File: src/rtl/uc_seq.sv
// Microcoded control sequencer for the didactic calculator: fetch with a ram_rdy
// wait-state handshake, then NOP/INC/LD/JMP/JZ/HLT execution. Optional UC_TIMEOUT_EN adds a memory-wait watchdog.
`timescale 1ns/1ps
module uc_seq #(
  parameter int WORD_WIDTH     = 16,
  parameter int STATE_WIDTH    = 16,
  parameter int ZF_BIT         = 1,
  parameter int TIMEOUT_CYCLES = 16
) (
  input  logic                   clk,
  input  logic                   rst,
  input  logic [WORD_WIDTH-1:0]  ri,
  input  logic [WORD_WIDTH-1:0]  ind,
  input  logic                   ram_rdy,
  output logic [2:0]             regs_addr,
  output logic                   regs_oe,
  output logic                   regs_we,
  output logic                   alu_oe,
  output logic                   alu_carry,
  output logic [3:0]             alu_opcode,
  output logic                   ram_oe,
  output logic                   ram_we,
  output logic                   io_oe,
  output logic                   io_we,
  output logic                   cp_oe,
  output logic                   cp_we,
  output logic                   ind_sel,
  output logic                   ind_oe,
  output logic                   ind_we,
  output logic                   am_oe,
  output logic                   am_we,
  output logic                   aie_oe,
  output logic                   aie_we,
  output logic                   t1_oe,
  output logic                   t1_we,
  output logic                   t2_oe,
  output logic                   t2_we,
  output logic                   ri_oe,
  output logic                   ri_we,
  output logic                   halted,
  output logic                   illegal_op,
  output logic                   bus_fault,
  output logic [STATE_WIDTH-1:0] disp_state
);

  typedef enum logic [5:0] {
    ST_RESET = 6'd0,
    ST_F0    = 6'd1,
    ST_F1    = 6'd2,
    ST_F2    = 6'd3,
    ST_C0    = 6'd4,
    ST_C1    = 6'd5,
    ST_I0    = 6'd10,
    ST_I1    = 6'd11,
    ST_L0    = 6'd20,
    ST_L1    = 6'd21,
    ST_L2    = 6'd22,
    ST_S0    = 6'd24,
    ST_S1    = 6'd25,
    ST_J0    = 6'd30,
    ST_J1    = 6'd31,
    ST_J2    = 6'd32,
    ST_HALT  = 6'd63
  } state_e;

  typedef enum logic [3:0] {
    OP_NOP = 4'h0,
    OP_INC = 4'h1,
    OP_LD  = 4'h2,
    OP_JMP = 4'h3,
    OP_JZ  = 4'h4,
    OP_HLT = 4'hF
  } opcode_e;

  localparam logic [3:0] ALU_ADC = 4'd0;

  state_e     state_q, state_d;
  logic [3:0] opcode;
  logic [2:0] reg_sel;
  logic       zero_flag;
  logic       known_op;
  logic       timeout;
  logic       unused_bits;

  assign opcode      = ri[WORD_WIDTH-1 -: 4];
  assign reg_sel     = ri[2:0];
  assign zero_flag   = ind[ZF_BIT];
  assign unused_bits = ^{ri[WORD_WIDTH-5:3], ind};
  assign disp_state  = STATE_WIDTH'(state_q);

  always_comb begin
    case (opcode)
      OP_NOP, OP_INC, OP_LD, OP_JMP, OP_JZ, OP_HLT: known_op = 1'b1;
      default:                                      known_op = 1'b0;
    endcase
  end

`ifdef UC_TIMEOUT_EN
  // Counts consecutive !ram_rdy cycles in a wait state; it returns to zero
  // whenever the FSM is not waiting, so every wait-state entry starts at zero.
  logic [7:0] wait_cnt_q, wait_cnt_d;
  logic       in_wait;

  assign in_wait = (state_q == ST_F2) || (state_q == ST_L2) || (state_q == ST_J2);
  assign timeout = in_wait && !ram_rdy && (wait_cnt_q == 8'(TIMEOUT_CYCLES - 1));

  always_comb begin
    wait_cnt_d = (in_wait && !ram_rdy) ? wait_cnt_q + 8'd1 : 8'd0;
  end

  always_ff @(posedge clk or negedge rst) begin
    if (!rst) wait_cnt_q <= 8'd0;
    else      wait_cnt_q <= wait_cnt_d;
  end
`else
  assign timeout = 1'b0;
`endif

  // NOTE: sequential state uses non-blocking assignments so every register
  // samples the pre-edge value of every other register.
  always_ff @(posedge clk or negedge rst) begin
    if (!rst) state_q <= ST_RESET;
    else      state_q <= state_d;
  end

  always_comb begin
    state_d = state_q;
    case (state_q)
      ST_RESET: state_d = ST_F0;
      ST_F0:    state_d = ST_F1;
      ST_F1:    state_d = ST_F2;
      ST_F2:    if (timeout) state_d = ST_HALT;
                else if (ram_rdy) state_d = ST_C0;
      ST_C0:    state_d = ST_C1;
      ST_C1: begin
        case (opcode)
          OP_NOP:  state_d = ST_F0;
          OP_INC:  state_d = ST_I0;
          OP_LD:   state_d = ST_L0;
          OP_JMP:  state_d = ST_J0;
          OP_JZ:   state_d = zero_flag ? ST_J0 : ST_S0;
          OP_HLT:  state_d = ST_HALT;
          default: state_d = ST_F0;
        endcase
      end
      ST_I0:    state_d = ST_I1;
      ST_I1:    state_d = ST_F0;
      ST_L0:    state_d = ST_L1;
      ST_L1:    state_d = ST_L2;
      ST_L2:    if (timeout) state_d = ST_HALT;
                else if (ram_rdy) state_d = ST_S0;
      ST_S0:    state_d = ST_S1;
      ST_S1:    state_d = ST_F0;
      ST_J0:    state_d = ST_J1;
      ST_J1:    state_d = ST_J2;
      ST_J2:    if (timeout) state_d = ST_HALT;
                else if (ram_rdy) state_d = ST_F0;
      ST_HALT:  state_d = ST_HALT;
      default:  state_d = ST_RESET;
    endcase
  end

  // NOTE: every output gets a default before the case so no path through the
  // block leaves an output unassigned, which would infer a latch.
  always_comb begin
    regs_addr  = 3'd0;
    regs_oe    = 1'b0;
    regs_we    = 1'b0;
    alu_oe     = 1'b0;
    alu_carry  = 1'b0;
    alu_opcode = ALU_ADC;
    ram_oe     = 1'b0;
    ram_we     = 1'b0;
    io_oe      = 1'b0;
    io_we      = 1'b0;
    cp_oe      = 1'b0;
    cp_we      = 1'b0;
    ind_sel    = 1'b0;
    ind_oe     = 1'b0;
    ind_we     = 1'b0;
    am_oe      = 1'b0;
    am_we      = 1'b0;
    aie_oe     = 1'b0;
    aie_we     = 1'b0;
    t1_oe      = 1'b0;
    t1_we      = 1'b0;
    t2_oe      = 1'b0;
    t2_we      = 1'b0;
    ri_oe      = 1'b0;
    ri_we      = 1'b0;
    halted     = 1'b0;
    illegal_op = 1'b0;
    bus_fault  = timeout;
    case (state_q)
      ST_F0, ST_L0, ST_J0: begin
        cp_oe = 1'b1;
        am_we = 1'b1;
      end
      ST_F1, ST_L1, ST_J1: am_oe = 1'b1;
      ST_F2: begin
        am_oe  = 1'b1;
        ram_oe = 1'b1;
        ri_we  = ram_rdy;
      end
      ST_C0, ST_S0: begin
        cp_oe = 1'b1;
        t1_we = 1'b1;
      end
      ST_C1, ST_S1: begin
        t1_oe      = 1'b1;
        alu_oe     = 1'b1;
        alu_carry  = 1'b1;
        cp_we      = 1'b1;
        illegal_op = (state_q == ST_C1) && !known_op;
      end
      ST_I0: begin
        regs_addr = reg_sel;
        regs_oe   = 1'b1;
        t1_we     = 1'b1;
      end
      ST_I1: begin
        t1_oe     = 1'b1;
        alu_oe    = 1'b1;
        alu_carry = 1'b1;
        regs_we   = 1'b1;
        regs_addr = reg_sel;
        ind_sel   = 1'b1;
        ind_we    = 1'b1;
      end
      ST_L2: begin
        am_oe     = 1'b1;
        ram_oe    = 1'b1;
        regs_addr = reg_sel;
        regs_we   = ram_rdy;
      end
      ST_J2: begin
        am_oe  = 1'b1;
        ram_oe = 1'b1;
        cp_we  = ram_rdy;
      end
      ST_HALT: halted = 1'b1;
      default: ;
    endcase
  end

endmodule

File: config.mk
export PLATFORM = sky130hd
export DESIGN_NAME = uc_seq
export DESIGN_NICKNAME = d
export VERILOG_FILES = /design/src/rtl/uc_seq.sv
export SDC_FILE = /design/constraint.sdc
export NUM_CORES = 1
export LEC_CHECK = 0
export ABC_AREA = 0
export ABC_CLOCK_PERIOD_IN_PS = 2800
export CAP_MARGIN = 0
export CORE_ASPECT_RATIO = 1.75
export CORE_MARGIN = 2
export CORE_UTILIZATION = 30
export CTS_CLUSTER_DIAMETER = 100
export DETAILED_ROUTE_END_ITERATION = 8
export PLACE_DENSITY = 0.66
export SETUP_SLACK_MARGIN = 0.05
export SYNTH_ARGS = -nofsm -noshare
export SYNTH_HDL_FRONTEND = slang
export SYNTH_SLANG_ARGS = --single-unit
File: constraint.sdc
create_clock -name clk -period 2.8 [get_ports clk]
set_clock_uncertainty 0.1 [all_clocks]
set_input_delay 0.84 -clock clk [delete_from_list [all_inputs] [get_ports clk]]
set_output_delay 0.84 -clock clk [all_outputs]
set_load 0.05 [all_outputs]
**Word level (Yosys, flattened, before mapping)**

Index checks and enable logic that the tools add are counted.
Widths: inputs -> output; s select.

- Register bits: 6
- Latch bits: 0
- Memory bits (writable): 0
- Bits in read-only memories: 0
- Input bits: 35
- Output and inout port bits: 49
- Logic and storage cells: 61
- Memories: 0

- Add/sub/neg operators: 0
- Multiply operators: 0
- Divide/modulo/power cells: 0
- Order comparisons: 0
- Eq/ne operators: 24
- Shift operators: 0
- Mux-type cells: 21
- Bitwise gates (word level): 0
- Reductions and logical operators: 15

Operators with widths:

| cell | number |
|---|---|
| $pmux 6 s15 | 1 |
| $eq 6x5->1 const B | 7 |
| $pmux 6 s5 | 1 |
| $mux 6 | 3 |
| $reduce_or 3->1 | 6 |
| $eq 6x2->1 const B | 2 |
| $eq 6x3->1 const B | 2 |
| $eq 6x4->1 const B | 2 |
| $eq 6x6->1 const B | 2 |
| $mux 1 | 12 |
| $reduce_or 6->1 | 2 |
| $eq 4x2->1 const B | 2 |
| $eq 6x1->1 const B | 1 |
| $logic_not 6->1 | 1 |
| $mux 3 | 2 |
| $ne 2x2->1 const B | 3 |
| $reduce_or 5->1 | 1 |
| $eq 4x1->1 const B | 1 |
| $eq 4x3->1 const B | 1 |
| $eq 4x4->1 const B | 1 |
| $logic_not 4->1 | 1 |
| $pmux 1 s2 | 2 |
| $reduce_and 3->1 | 1 |
| $reduce_or 2->1 | 1 |
| other kinds (2) | 2 |

**Depth between registers and ports, before layout**

Gate-level depths: netlist of the first run.

- Word-level depth: 6
- Mapped depth: 7
- Depth with buffers taken out: 4

**Worst setup path before layout of the first run**

OpenSTA, ideal clock, no wires.

- Path type: reg2out
- Start: register state_q[2]
- End: output port alu_oe
- Arrival time: 3,659 ps
- Required time: 1,860 ps
- Path slack: -1,799 ps
- Stages on the path, launching flop included: 7
- Buffers on the path: 3
- Cells stage by stage: dfrtp_1 > buf_6 > buf_2 > nand2b_1 > nor4_1 > or2_1 > buf_4

- Longest elaborated chain between the ends: 3
- Elaborated cells between the ends (all ways): 5
- Classes of those cells: 3 x eq/ne; 1 x mux; 1 x reduce/logical

Ends and longest elaborated chain:

| element | line | source |
|---|---|---|
| start: declaration | 77 | `state_e state_q, state_d;` |
| start signal: assignment | 123 | `else state_q <= state_d;` |
| $eq 6x3->1, or another cell as far along | -- |  |
| $reduce_or 3->1 (no source line) (*) | -- |  |
| $mux 1 (*) | -- |  |
| end: declaration | 18 | `output logic alu_oe,` |

Every way passes the cells marked *; elsewhere a longest branch is shown, timed or not.

**Worst setup path in the final report of the first run**

- Start: register state_q[2]
- End: output port cp_oe

- Longest elaborated chain between the ends: 3
- Elaborated cells between the ends (all ways): 7
- Classes of those cells: 5 x eq/ne; 1 x mux; 1 x reduce/logical

Ends and longest elaborated chain:

| element | line | source |
|---|---|---|
| $eq 6x5->1, or another cell as far along | 194 | `case (state_q)` |
| $reduce_or 5->1 (no source line) (*) | -- |  |
| $mux 1 (*) | 194 |  |
| end: declaration | 25 | `output logic cp_oe,` |

Marked as above.

==> reports/qor.yml, run 1 <==
status: "completed"
endpoint_kind: "output port"
max_stage_delay_ns: 0.53
cts_buffer_depth: 2
grt_pass1_wl_um: 6000
final_cells: 267
viasPerCell: 5.36
gp_congestion: 0.898
cp_slowest_cell: "dfrtp_2"
antenna_found_initial: 0
yosysSeqAreaShare: 0.116
drt_iter0_markers: 70
power.leakage_nw: 0.836
hpwlAfterDp_um: 2870
grt-ovfl-total: 0
ys_ff_latch: 6
multiInputGateArea_um2: 1030
wl_per_cell_um: 14.3
io_buffers: 35
min_to: "state_q[3]$_DFFE_PN0P_"
vias: 1432
synth_flop_cell: "dfrtp_1"
nets: 254
synth_area_um2: 1290
dieArea_um2: 4880
cts-buffers-inserted: 3
fp.coreArea_um2: 4150
std_cell_rows: 31
setup_ws_ns: 0.0834
drive_above_1_share: 0.404
final-setup-viol-count: 0
clkSinkCount: 6
ys_async_sr_fraction: 1.00
ff_latch_area_um2: 159
grt_max_degree: 20
antenna_cells: 0
synth_edf_count: 0
final_antenna_net_count: 0
postSynthAreaPerCell_um2: 7.36
dp_slack_ns: -0.239
crit_type: "reg -> out"
final_util: 0.491
syn_to_final_growth_pct: 57.4
drv_cap: 0
clock-root-buffer: "clkbuf_8"
fill_cells: 390
ys_types: 59
hp-start: "state_q[1]$_DFFE_PN0P_"
top_regs: "state_q (6)"
slew_violations: 0
clock.fmax_ghz: 0.368
rr_startpoint: "state_q[3]$_DFFE_PN0P_"
h-tree-depth: 1
layout_common_cells: "conb_1 (24), buf_4 (24), buf_12 (20), nor2_1 (10), a21oi_1 (10)"
power_density_nw_per_um2: 766
grtUsageTotal: 0.160
clkTransAtPathRegs_ns: 0.04
r2r_slack_ns: 0.80
vdd_drop_max_mv: 0.420
crit_chain: "nor2b_2 > nand2_1 > a221o_1 > a21oi_2 > buf_12"
io_pins: 84
relSlewSlack: 0.630
hold_viol: 0
crit_arrival_ns: 1.78
rsz0062_at_grt: "yes"
ys_warn_count: 0
largest_register_ffs: 6
grt_pass1_vias: 1314
synth_cells: 176
r2r_cells: 6
holdPathStages: 2
finalCritPeriodShare: 0.970
start_kind: "flop"
top_register: "state_q"
drt-total-wl_um: 3820
worstReg2RegEnd: "state_q[2]$_DFFE_PN0P_"
worst-endpoint-required_ns: 1.86
placed_area_um2: 1930
dp_cells: 261
final_cell_area_um2: 2040
drt_first_pass_iters: 4
finalCriticalPeriod_ns: 2.72
hp-class: "reg -> reg"
route.detailed.drc: 0
fp.dieH_um: 90.9
timing_worst_slew_pin_value_ns: 0.551
total_power_mw: 1.56
cp_num_cells: 5
critPathTopFamily: "flip-flops"
cp_max_fo: 19
start_util: 0.312
insertion_delay_ns: 0.23
crit_buf_inv: 1
cts_tree: "built"
die_w_um: 53.7
-- worst reg2reg max path, delay by kind of cell (launching register included) --
family	cells	cell delay [ns]
flip-flops	1	0.47
AND/OR/NAND/NOR	1	0.46
AO/OA/AOI/OAI	3	0.53
buffers and inverters	2	0.35
-- logic make-up after synthesis --
group	Yosys count	synth area share
compound gates	48	0.273
flops	6	0.116
simple gates	70	0.330
other cells	1	0.00290
xor+xnor	4	0.0271
buf+inv	47	0.250
-- layer usage --
layer / GRT usage / vias up / wire length (um)
met5: 0 / - / 0
met4: 0.0919 / 0 / 125
met3: 0.0182 / 12 / 160
met2: 0.274 / 65 / 2130
met1: 0.179 / 681 / 1400
li1: - / 674 / -
-- final cells by class --
| cell class | count | share of cell area |
|---|---|---|
| clock buffers | 4 | 0.0221 |
| inverters | 3 | 0.00552 |
| multi-input cells | 146 | 0.505 |
| flip-flops and latches | 6 | 0.0780 |
| well taps | 49 | 0.0301 |
| repair buffers | 59 | 0.360 |
-- stage by stage --
step	hold slack [ns]	setup TNS [ns]
2_1_floorplan	0.444	-1.05
3_3_place_gp	0.696	-0.200
3_5_place_dp	0.701	-0.239
4_1_cts	0.620	0
5_1_grt	0.663	0
6_report	0.626	0
-- power breakdown --
group / internal (mW) / switching [mW] / total [mW]
logic: 0.527 / 0.708 / 1.24
clock network: 0.0982 / 0.0404 / 0.139
registers: 0.111 / 0.0753 / 0.187
total: 0.736 / 0.824 / 1.56
-- worst max-delay path by stage --
stage	end	startpoint	slack, ns
3_5_place_dp	illegal_op	ri[12]	-0.24
3_3_place_gp	illegal_op	ri[12]	-0.20
6_report	cp_oe	state_q[2]$_DFFE_PN0P_	0.08
5_1_grt	cp_oe	state_q[2]$_DFFE_PN0P_	0.02
2_1_floorplan	alu_oe	state_q[5]$_DFFE_PN0P_	-0.25
4_1_cts	cp_oe	state_q[2]$_DFFE_PN0P_	0.05
-- cells in the mapped netlist, types with 2 or more instances --
cell,instances,share of area
xnor2_1,2,0.014
nand2_1,9,0.026
a21oi_1,13,0.050
dfrtp_1,6,0.12
nor3b_1,2,0.012
nand4_1,3,0.014
nor2_1,13,0.038
or4_1,4,0.023
nor3_1,4,0.015
nand2b_1,6,0.029
nand3_1,2,0.0077
a221o_1,3,0.023
buf_4,29,0.17
a211oi_1,4,0.023
buf_6,3,0.026
a211oi_2,2,0.019
nand4b_1,2,0.014
xor2_1,2,0.014
nor2b_1,5,0.024
inv_1,3,0.0087
a211o_1,2,0.014
o21ai_0,6,0.023
or3_1,2,0.0097
buf_2,10,0.039
nor4_1,3,0.014
and2_1,3,0.014
-- timing repair --
action / 4_1_cts / 5_1_grt
buffers inserted: 1 / 1
pin swaps: 1 / 0
gates resized for setup: 16 / 5
setup endpoints to repair: 12 / 10
hold buffers: 0 / 0
(Power assumes the default switching activity.)
==> run 2, diff against run 1 <==
--- a/config.mk
+++ b/config.mk
@@ -15,6 +15,7 @@
 export DETAILED_ROUTE_END_ITERATION = 8
 export PLACE_DENSITY = 0.66
 export SETUP_SLACK_MARGIN = 0.05
+export SKIP_CTS_REPAIR_TIMING = 1
 export SYNTH_ARGS = -nofsm -noshare
 export SYNTH_HDL_FRONTEND = slang
 export SYNTH_SLANG_ARGS = --single-unit
==> run 2 against run 1 <==
Against the previous run:
- cell count increased by 0.37%
- global-route usage decreased by 0.64 points
- sequential cell count unchanged
- maximum frequency decreased by 0.29%
- critical endpoint unchanged
==> reports/qor.yml, run 2 (synthesis results as in run 1) <==
status: "completed"
start_util: 0.312
fp.dieH_um: 90.9
grtUsageTotal: 0.154
grt_pass1_vias: 1262
hp-start: "state_q[1]$_DFFE_PN0P_"
drive_above_1_share: 0.406
cp_max_fo: 19
clkTransAtPathRegs_ns: 0.04
clock-root-buffer: "clkbuf_8"
hpwlAfterDp_um: 2870
cts_buffer_depth: 2
fill_cells: 387
layout_common_cells: "buf_4 (26), conb_1 (24), buf_12 (20), nor2_1 (10), a21oi_1 (10)"
crit_type: "reg -> out"
drt_iter0_markers: 41
syn_to_final_growth_pct: 58.6
viasPerCell: 5.51
die_w_um: 53.7
drt-total-wl_um: 3860
r2r_cells: 6
antenna_cells: 0
grt_pass1_wl_um: 5780
h-tree-depth: 1
power_density_nw_per_um2: 763
drt_first_pass_iters: 4
insertion_delay_ns: 0.22
r2r_slack_ns: 0.78
top_regs: "state_q (6)"
slew_violations: 0
gp_congestion: 0.898
largest_register_ffs: 6
drv_cap: 0
dp_slack_ns: -0.239
relSlewSlack: 0.612
cts-buffers-inserted: 3
cts_tree: "built"
timing_worst_slew_pin_value_ns: 0.578
final-setup-viol-count: 0
io_pins: 84
vias: 1476
final_cells: 268
finalCriticalPeriod_ns: 2.72
endpoint_kind: "output port"
min_to: "state_q[3]$_DFFE_PN0P_"
setup_ws_ns: 0.0755
nets: 255
crit_buf_inv: 1
grt_max_degree: 23
rr_startpoint: "state_q[3]$_DFFE_PN0P_"
top_register: "state_q"
cp_slowest_cell: "dfrtp_2"
hold_ws_ns: 0.622
max_stage_delay_ns: 0.53
vdd_drop_max_mv: 0.421
crit_chain: "nor2b_2 > nand2_1 > a221o_1 > a21oi_2 > buf_12"
fp.coreArea_um2: 4150
dp_cells: 261
holdPathStages: 2
clkSinkCount: 6
finalCritPeriodShare: 0.973
final_antenna_net_count: 0
dieArea_um2: 4880
crit_arrival_ns: 1.78
power.leakage_nw: 0.862
placed_area_um2: 1930
route.detailed.drc: 0
rsz0062_at_grt: "yes"
hp-class: "reg -> reg"
antenna_found_initial: 0
wl_per_cell_um: 14.4
worstReg2RegEnd: "state_q[2]$_DFFE_PN0P_"
worst-endpoint-required_ns: 1.86
clock.fmax_ghz: 0.367
critPathTopFamily: "flip-flops"
final_cell_area_um2: 2050
final_common_cell: "buf_4"
hold_viol: 0
std_cell_rows: 31
start_kind: "flop"
grt-ovfl-total: 0
io_buffers: 35
[run 2: cell count changes in the layout (fill, tap and decap cells not counted), sizes merged]
cell           change
buf                +1
dlygate4sd2        -4
clkdlybuf4s50      +1
dlymetal6s2s       +3
[run 2: worst max path at each step]
| stage | end | start | cells after the start | slack (ns) |
|---|---|---|---|---|
| 5_1_grt | cp_oe | state_q[2]$_DFFE_PN0P_ | 5 | 0.02 |
| 6_report | cp_oe | state_q[2]$_DFFE_PN0P_ | 5 | 0.08 |
| 2_1_floorplan | alu_oe | state_q[5]$_DFFE_PN0P_ | 5 | -0.25 |
| 4_1_cts | illegal_op | ri[12] | 5 | -0.24 |
| 3_3_place_gp | illegal_op | ri[12] | 5 | -0.20 |
| 3_5_place_dp | illegal_op | ri[12] | 5 | -0.24 |
[run 2: per-stage QoR]
step           utilization  power [mW]  TNS [ns]
5_1_grt              0.495        1.64         0
6_report             0.495        1.57         0
4_1_cts              0.476        1.55    -0.241
2_1_floorplan            -        1.01     -1.05
3_5_place_dp         0.465        1.40    -0.239
3_3_place_gp         0.465        1.39    -0.200
[run 2: area by class of cell]
class | count | area [um2] | area share
inverter | 3 | 11.3 | 0.00548
tap | 49 | 61.3 | 0.0298
timing repair buffer | 60 | 749 | 0.365
clock buffer | 4 | 45.0 | 0.0219
sequential | 6 | 159 | 0.0773
multi-input combinational | 146 | 1030 | 0.501
[run 2: power breakdown]
group          internal (mW)  switching, mW  total (mW)
clock                 0.0982         0.0410       0.139
combinational          0.529          0.713        1.24
sequential             0.111         0.0743       0.186
total                  0.738          0.828        1.57
[run 2: worst register-to-register path, stage by stage (launching register included)]
cell	delay, ns
dfrtp_2	0.48
buf_4	0.19
buf_4	0.16
or4_1	0.46
a21oi_1	0.13
a211oi_1	0.11
o31ai_2	0.30
[run 2: per-layer routing]
metal / part of all wire / wire, um / GRT usage
met4: 0.041 / 158 / 0.0791
met2: 0.54 / 2100 / 0.262
met1: 0.36 / 1400 / 0.179
met5: 0 / 0 / 0
met3: 0.053 / 206 / 0.0149
==> run 3, diff against run 2 <==
--- a/config.mk
+++ b/config.mk
@@ -9,7 +9,6 @@
 export ABC_CLOCK_PERIOD_IN_PS = 2800
 export CAP_MARGIN = 0
 export CORE_ASPECT_RATIO = 1.75
-export CORE_MARGIN = 2
 export CORE_UTILIZATION = 30
 export CTS_CLUSTER_DIAMETER = 100
 export DETAILED_ROUTE_END_ITERATION = 8
==> run 3 against run 2 <==
Against the previous run:
- register-to-register slack is essentially flat
- first-iteration DRC count shrank 22%
- non-clock buffer count grew 9
- cell count grew 3.4%
- sequential share of layout area shrank 0.24 points
- die area shrank 5.8%
- sequential power shrank 8%
- power grew 2.4%
- critical path depth shrank 1
- critical path type unchanged
- highest routed layer unchanged
==> reports/qor.yml, run 3 (synthesis results as in run 1) <==
drive_above_1_share: 0.434
cts_tree: "built"
grtUsageMet3: 0.0170
vias: 1494
ff_latch_area_um2: 161
relSlewSlack: 0.629
internal_power_mw: 0.768
fp.dieH_um: 88.9
top_regs: "state_q (6)"
dp_slack_ns: -0.214
io_buffers: 35
hpwlAfterDp_um: 2840
vdd_drop_max_mv: 0.535
status: "completed"
grt_util_met2: 0.311
worst-endpoint-required_ns: 1.86
fp.coreArea_um2: 4150
clkSinkCount: 6
insertion_delay_ns: 0.22
final_util: 0.519
hp-class: "reg -> reg"
power_density_nw_per_um2: 745
antenna_cells: 0
std_cell_rows: 31
start_util: 0.312
drt-total-wl_um: 3960
clock.fmax_ghz: 0.367
r2r_slack_ns: 0.79
viasPerCell: 5.39
endpoint_kind: "output port"
cp_max_fo: 18
route.detailed.drc: 0
antenna_found_initial: 0
hold_ws_ns: 0.723
grt_pass1_wl_um: 5750
timing_worst_slew_pin_value_ns: 0.553
clkTransAtPathRegs_ns: 0.04
drt_iter0_markers: 32
finalCritPeriodShare: 0.974
nets: 264
cts_buffer_depth: 2
use_met1: 0.168
wl_per_cell_um: 14.3
crit_type: "reg -> out"
grtUsageTotal: 0.164
power.leakage_nw: 0.923
gp_congestion: 0.916
tns_ns: 0
seqPwrFrac: 0.107
start_kind: "flop"
grt_max_degree: 24
largest_register_ffs: 6
setup_ws_ns: 0.0718
hold_viol: 0
die_w_um: 51.7
fill_cells: 361
swShare: 0.521
finalCriticalPeriod_ns: 2.73
clock-root-buffer: "clkbuf_8"
final_antenna_net_count: 0
h-tree-depth: 1
final_common_cell: "buf_4"
p_switching_mw: 0.836
drv_cap: 0
dieArea_um2: 4590
layout_common_cells: "buf_4 (33), conb_1 (24), buf_12 (21), nor2_1 (10), a21oi_1 (10)"
crit_arrival_ns: 1.79
busiest_layer: "met2"
syn_to_final_growth_pct: 66.4
top_register: "state_q"
multiInputGateArea_um2: 1040
slew_violations: 0
final-setup-viol-count: 0
p_comb_frac: 0.809
pwr-share-clk: 0.084
io_pins: 84
cts-buffers-inserted: 3
grt_pass1_vias: 1290
grt-ovfl-total: 0
rsz0062_at_grt: "yes"
drt_first_pass_iters: 4
==> run 3: path summary, 6_finish.rpt <==
path,startpoint,cells past startpoint,end
worst max register to register,state_q[4]$_DFFE_PN0P_,6,state_q[2]$_DFFE_PN0P_
worst min register to register,state_q[1]$_DFFE_PN0P_,3,state_q[4]$_DFFE_PN0P_
worst min-delay path,state_q[1]$_DFFE_PN0P_,3,state_q[4]$_DFFE_PN0P_
max in group asynchronous,rst,1,state_q[5]$_DFFE_PN0P_
worst max-delay path,state_q[3]$_DFFE_PN0P_,4,ri_we
min in group asynchronous,rst,1,state_q[4]$_DFFE_PN0P_
==> run 3: worst max-delay path: stages, from the launching register on <==
cell	delay (ns)
dfrtp_2	0.49
buf_12	0.19
or4b_1	0.60
nor2_4	0.13
buf_12	0.14
==> run 3: power groups by stage <==
stage / registers (mW) / logic [mW] / clock network [mW]
detailed placement: 0.181 / 1.22 / 0
CTS: 0.180 / 1.23 / 0.135
finish: 0.171 / 1.30 / 0.135
global route: 0.174 / 1.36 / 0.143
global placement: 0.180 / 1.22 / 0
floorplan: 0.200 / 0.812 / 0
==> run 3: layout make-up <==
cell class                      instances  area share
Clock buffer                            4      0.0209
Inverter                                3     0.00523
Multi-Input combinational cell        146       0.481
Sequential cell                         6      0.0749
Tap cell                               49      0.0285
Timing Repair Buffer                   69       0.390
==> run 3: through the flow <==
step           area [um2]  total power, mW  instances
6_report             2150             1.60        277
5_1_grt              2150             1.68        277
4_1_cts              1990             1.54        265
3_5_place_dp         1940             1.40        261
3_3_place_gp         1940             1.40        261
2_1_floorplan        1520             1.01        199
==> run 3: per-layer routing <==
| metal | wire length, um | part of all wire |
|---|---|---|
| met5 | 0 | 0 |
| met4 | 189 | 0.048 |
| met3 | 194 | 0.049 |
| met2 | 2180 | 0.55 |
| met1 | 1390 | 0.35 |
==> variant 1: new RTL, settings of run 2 <==
Build with the macro `UC_TIMEOUT_EN` defined.
--- a/src/rtl/uc_seq.sv
+++ b/src/rtl/uc_seq.sv
@@ -1,6 +1,8 @@
 // Microcoded control sequencer for the didactic calculator: fetch with a ram_rdy
 // wait-state handshake, then NOP/INC/LD/JMP/JZ/HLT execution. Optional UC_TIMEOUT_EN adds a memory-wait watchdog.
 `timescale 1ns/1ps
+`define UC_TIMEOUT_EN
+
 module uc_seq #(
   parameter int WORD_WIDTH     = 16,
   parameter int STATE_WIDTH    = 16,
Formal check against the unedited RTL: no difference found for any inputs over 10 cycles, from zero or initial values and one cycle with rst low; that may be too few to reach the edited logic, so the function may still have changed.
==> variant 1 against run 2 <==
Area after synthesis up 26%. Worst setup slack worse by 0.00072 ns. Count of clock-buffer cells in the layout unchanged. Core utilization up 0.069 points. Routed wire length up 41%. Via count up 26%. Die area up 25%. Total power up 23%. Clock power up 37%. Sequential share of layout area up 6.0 points. Critical path depth down 1. Design area up 27%. Sequential cell count up 8. Largest power group unchanged.
==> variant 1: results (changes against run 2) <==
| Metric | Value |
|---|---|
| Status | `complete, no violations` |
| Critical path fanouts, max | `11 (-8)` |
| Routed WL | `5430 µm (+41%)` |
| Post-synthesis sequential area ratio | `21.4% (+9.8 points)` |
| Max Cap Viol | `0 (unchanged)` |
| Layout cell share with drive strength beyond 1 | `35.9% (-4.8 points)` |
| Bufs on Longest Clock Path | `2 (unchanged)` |
| Post-route cell area | `2610 µm² (+27%)` |
| IO Port Bufs | `36 (+2.9%)` |
| DP Area | `2380 µm² (+23%)` |
| Initial DRC Count | `63 (+54%)` |
| Fill count | `507 (+31%)` |
| Leak | `1.11 nW (+29%)` |
| Slowest stage delay, CP | `0.49 ns (-0.04 ns)` |
| Complex-gate fraction of the synthesized area | `22.3% (-5.1 points)` |
| Biggest regs | `wait_cnt_q (8), state_q (6)` |
| Pre-CTS setup slack | `-0.255 ns (-0.0163 ns)` |
| Yosys synthesis warning count | `0 (unchanged)` |
| # H-tree levels | `1 (unchanged)` |
| Worst-Skew Late Latency | `0.24 ns (+0.02 ns)` |
| CTS buffer count | `3 (unchanged)` |
| Placed cells | `327 (+25%)` |
| Vias/cell | `5.44 (-1.3%)` |
| DP HPWL | `4160 µm (+45%)` |
| Max IR drop VDD | `621 µV (+48%)` |
| Pre-antenna DRT Iters | `4 (unchanged)` |
| Syn_area_per_cell | `7.01 µm² (-4.7%)` |
| CTS root buffer | `clkbuf_8` |
| Cell area after synthesis | `1630 µm² (+26%)` |
| GRT Total Usage | `17.9% (+2.5 points)` |
| Final Non-Filler Cells | `342 (+28%)` |
| Yosys cell types | `51 (-14%)` |
| Asr flop ratio synth | `100% (unchanged)` |
| Vias in the first global route | `1,800 (+43%)` |
| Post-Synth Adder-Cell Area | `0.766% (+0.77 points)` |
| Largest net degree at the start of global routing | `31 (+35%)` |
| Post-synthesis xor/xnor area fraction | `4.29% (+1.6 points)` |
| Most frequent cells after synthesis | `31 x nor2_1, 26 x buf_4, 21 x nand2_1` |
| Top cells by area, synth | `dfrtp_1 21%, buf_4 12%, nor2_1 7.1%` |
| Nets@finish | `324 (+27%)` |
| Post-synthesis mux area share | `0% (unchanged)` |
| Global placement routability congestion | `0.971 (+8.1%)` |
| Sw Ratio | `50.7% (-2.2 points)` |
| Clock Pin Slew Worst Setup and Hold Paths | `0.06 ns (+0.02 ns)` |
| Slew at the pin closest to its max-slew limit | `0.605 ns (+0.0264 ns)` |
| Slowest cell on the critical path | `dfrtp_2` |
| Global-route wire length before repair | `8400 µm (+46%)` |
| Post-synth top flop | `dfrtp_1` |
variant 1: cell families after synthesis:
logic type,count (synthesis)
simple gates,106
other cells,1
fa+ha+maj,1
compound gates,54
flops,14
xor+xnor,8
buf+inv,49
variant 1: power groups by stage:
stage,logic (mW),registers (mW),clock network [mW]
final,1.46,0.267,0.191
after global routing,1.55,0.270,0.205
after CTS,1.37,0.271,0.198
after detailed placement,1.37,0.274,0
after global placement,1.37,0.274,0
after floorplan,0.868,0.325,0
variant 1: worst paths after layout:
kind | endpoint | slack [ns] | start | depth (start not counted)
worst max-delay path | cp_oe | 0.07 | state_q[2] | 4
worst min-delay path | wait_cnt_q[0] | 0.38 | wait_cnt_q[0] | 1
worst max register to register | state_q[2] | 0.62 | wait_cnt_q[0] | 8
worst min register to register | wait_cnt_q[0] | 0.38 | wait_cnt_q[0] | 1
max in group asynchronous | state_q[1] | 1.29 | rst | 1
min in group asynchronous | wait_cnt_q[2] | 0.88 | rst | 1
variant 1: cell type report:
cell class | instances | area share [%]
multi-input cells | 192 | 47.6
repair buffers | 70 | 32.9
flip-flops and latches | 14 | 13.7
well taps | 55 | 2.64
clock buffers | 4 | 2.11
inverters | 7 | 1.01
variant 1: per-stage QoR:
stage	total power [mW]	TNS, ns
5_1_grt	2.02	0
6_report	1.92	0
3_3_place_gp	1.64	-0.393
2_1_floorplan	1.19	-0.130
3_5_place_dp	1.65	-0.431
4_1_cts	1.84	-0.400
variant 1: worst max-delay path: cells and delay by family, from the launching register on:
family,cells,cell delay [ns]
simple gates,2,0.72
flops,1,0.49
compound gates,1,0.18
buf+inv,1,0.15
variant 1: routing by layer:
metal,up-vias,global-route usage [%],wire length [µm]
met5,-,0,0
met4,0,10.6,259
met2,65,32.6,2990
li1,883,-,-
met1,895,19.0,2010
met3,17,1.53,172
==> variant 2: new RTL, settings of run 2 <==
Without the edit above. The parameter `STATE_WIDTH` goes from 16 to 18.
--- a/src/rtl/uc_seq.sv
+++ b/src/rtl/uc_seq.sv
@@ -3,7 +3,7 @@
 `timescale 1ns/1ps
 module uc_seq #(
   parameter int WORD_WIDTH     = 16,
-  parameter int STATE_WIDTH    = 16,
+  parameter int STATE_WIDTH    = 18,
   parameter int ZF_BIT         = 1,
   parameter int TIMEOUT_CYCLES = 16
 ) (
Interface: changed (resized disp_state); port bits go from 84 to 86. No check against the original RTL was run, so the function may have changed too.
==> variant 2 against run 2 <==
Critical path depth did not move. First-iteration DRC count rose by 7.3%. Combinational power rose by 7%. Sequential power fell by 8%. Total power rose by 5.0%. Area after synthesis rose by 1.2%. Critical path type unchanged. Worst setup slack got worse by 0.0032 ns. Sequential share of layout area fell by 0.23 points. Routed wire length rose by 8.6%. Critical endpoint is now ram_oe. Design area rose by 4.8%. Count of clock-buffer cells in the layout did not move. Synthesized cell count rose by 1.1%. Hold slack improved by 0.12 ns. Sequential cell count did not move.
==> variant 2: results (changes against run 2) <==
| Metric | Value |
|---|---|
| Fill count | `351 (-9.3%)` |
| Initial DRC Count | `44 (+7.3%)` |
| DIE WIDTH | `54.0 µm (+0.53%)` |
| Syn_area_per_cell | `7.36 µm² (about the same)` |
| Vias | `1,509 (+2.2%)` |
| Top cells by area, synth | `buf_4 18%, dfrtp_1 11%, a21oi_1 5.0%` |
| Rel. slew slack | `64.6% (+3.4 points)` |
| Post-synthesis xor/xnor area fraction | `2.67% (-0.031 points)` |
| Status | `complete, no violations` |
| Most frequent cells after synthesis | `31 x buf_4, 13 x a21oi_1, 13 x nor2_1` |
| DP HPWL | `2930 µm (+1.8%)` |
| Routed WL | `4190 µm (+8.6%)` |
| Worst setup path start | `state_q[4]` |
| Vias in the first global route | `1,236 (-2.1%)` |
| DRT met1 WL | `1470 µm (+5.2%)` |
| GRT Total Usage | `15.8% (+0.38 points)` |
| Leak | `0.913 nW (+5.9%)` |
| Pre-CTS setup slack | `-0.213 ns (+0.0256 ns)` |
| Placed cells | `262 (+0.38%)` |
| Largest net degree at the start of global routing | `22 (-4.3%)` |
| Post-synthesis sequential area ratio | `11.5% (-0.13 points)` |
| Multi-input gates | `148 (+1.4%)` |
| Data buffer area share | `38.1% (+1.7 points)` |
| Global placement routability congestion | `0.865 (-3.6%)` |
| Seq cells | `6 (unchanged)` |
| Hold Startpoint | `state_q[3]` |
| Seq/total area | `7.50% (-0.23 points)` |
| Final Non-Filler Cells | `278 (+3.7%)` |
| Layout cell share with drive strength beyond 1 | `43.7% (+3.0 points)` |
| Nets@finish | `265 (+3.9%)` |
| Complex-gate fraction of the synthesized area | `27.0% (-0.31 points)` |
| Global-route wire length before repair | `5920 µm (+2.5%)` |
| Critical path's top delay family | `simple AND/OR/NAND/NOR gates` |
| Clk tree area frac | `2.09% (-0.099 points)` |
| Slowest cell on the critical path | `dfrtp_4` |
| Critical path fanouts, max | `6 (-13)` |
==> variant 2: metal layers <==
metal / vias to the layer above / GRT usage, %
met1: 715 / 18.6
li1: 698 / -
met4: 0 / 9.62
met2: 82 / 25.6
met3: 14 / 1.97
met5: - / 0
==> variant 2: path summary, 6_finish.rpt <==
check / endpoint / cells past startpoint / slack (ns)
hold / removal: state_q[5] / 2 / 0.74
setup reg to reg: state_q[2] / 6 / 0.74
min in group asynchronous: state_q[2] / 1 / 0.76
hold reg to reg: state_q[5] / 2 / 0.74
setup / recovery: ram_oe / 5 / 0.07
max in group asynchronous: state_q[4] / 1 / 1.60
==> variant 2: worst min-delay path: cells and delay by family (launching register included) <==
| kind | cells | cell delay [ns] |
|---|---|---|
| compound gates | 1 | 0.16 |
| simple gates | 1 | 0.11 |
| flops | 1 | 0.49 |
==> variant 2: power by group <==
part | internal (mW) | switching [mW]
sequential | 0.114 | 0.0580
combinational | 0.573 | 0.755
clock | 0.0986 | 0.0453
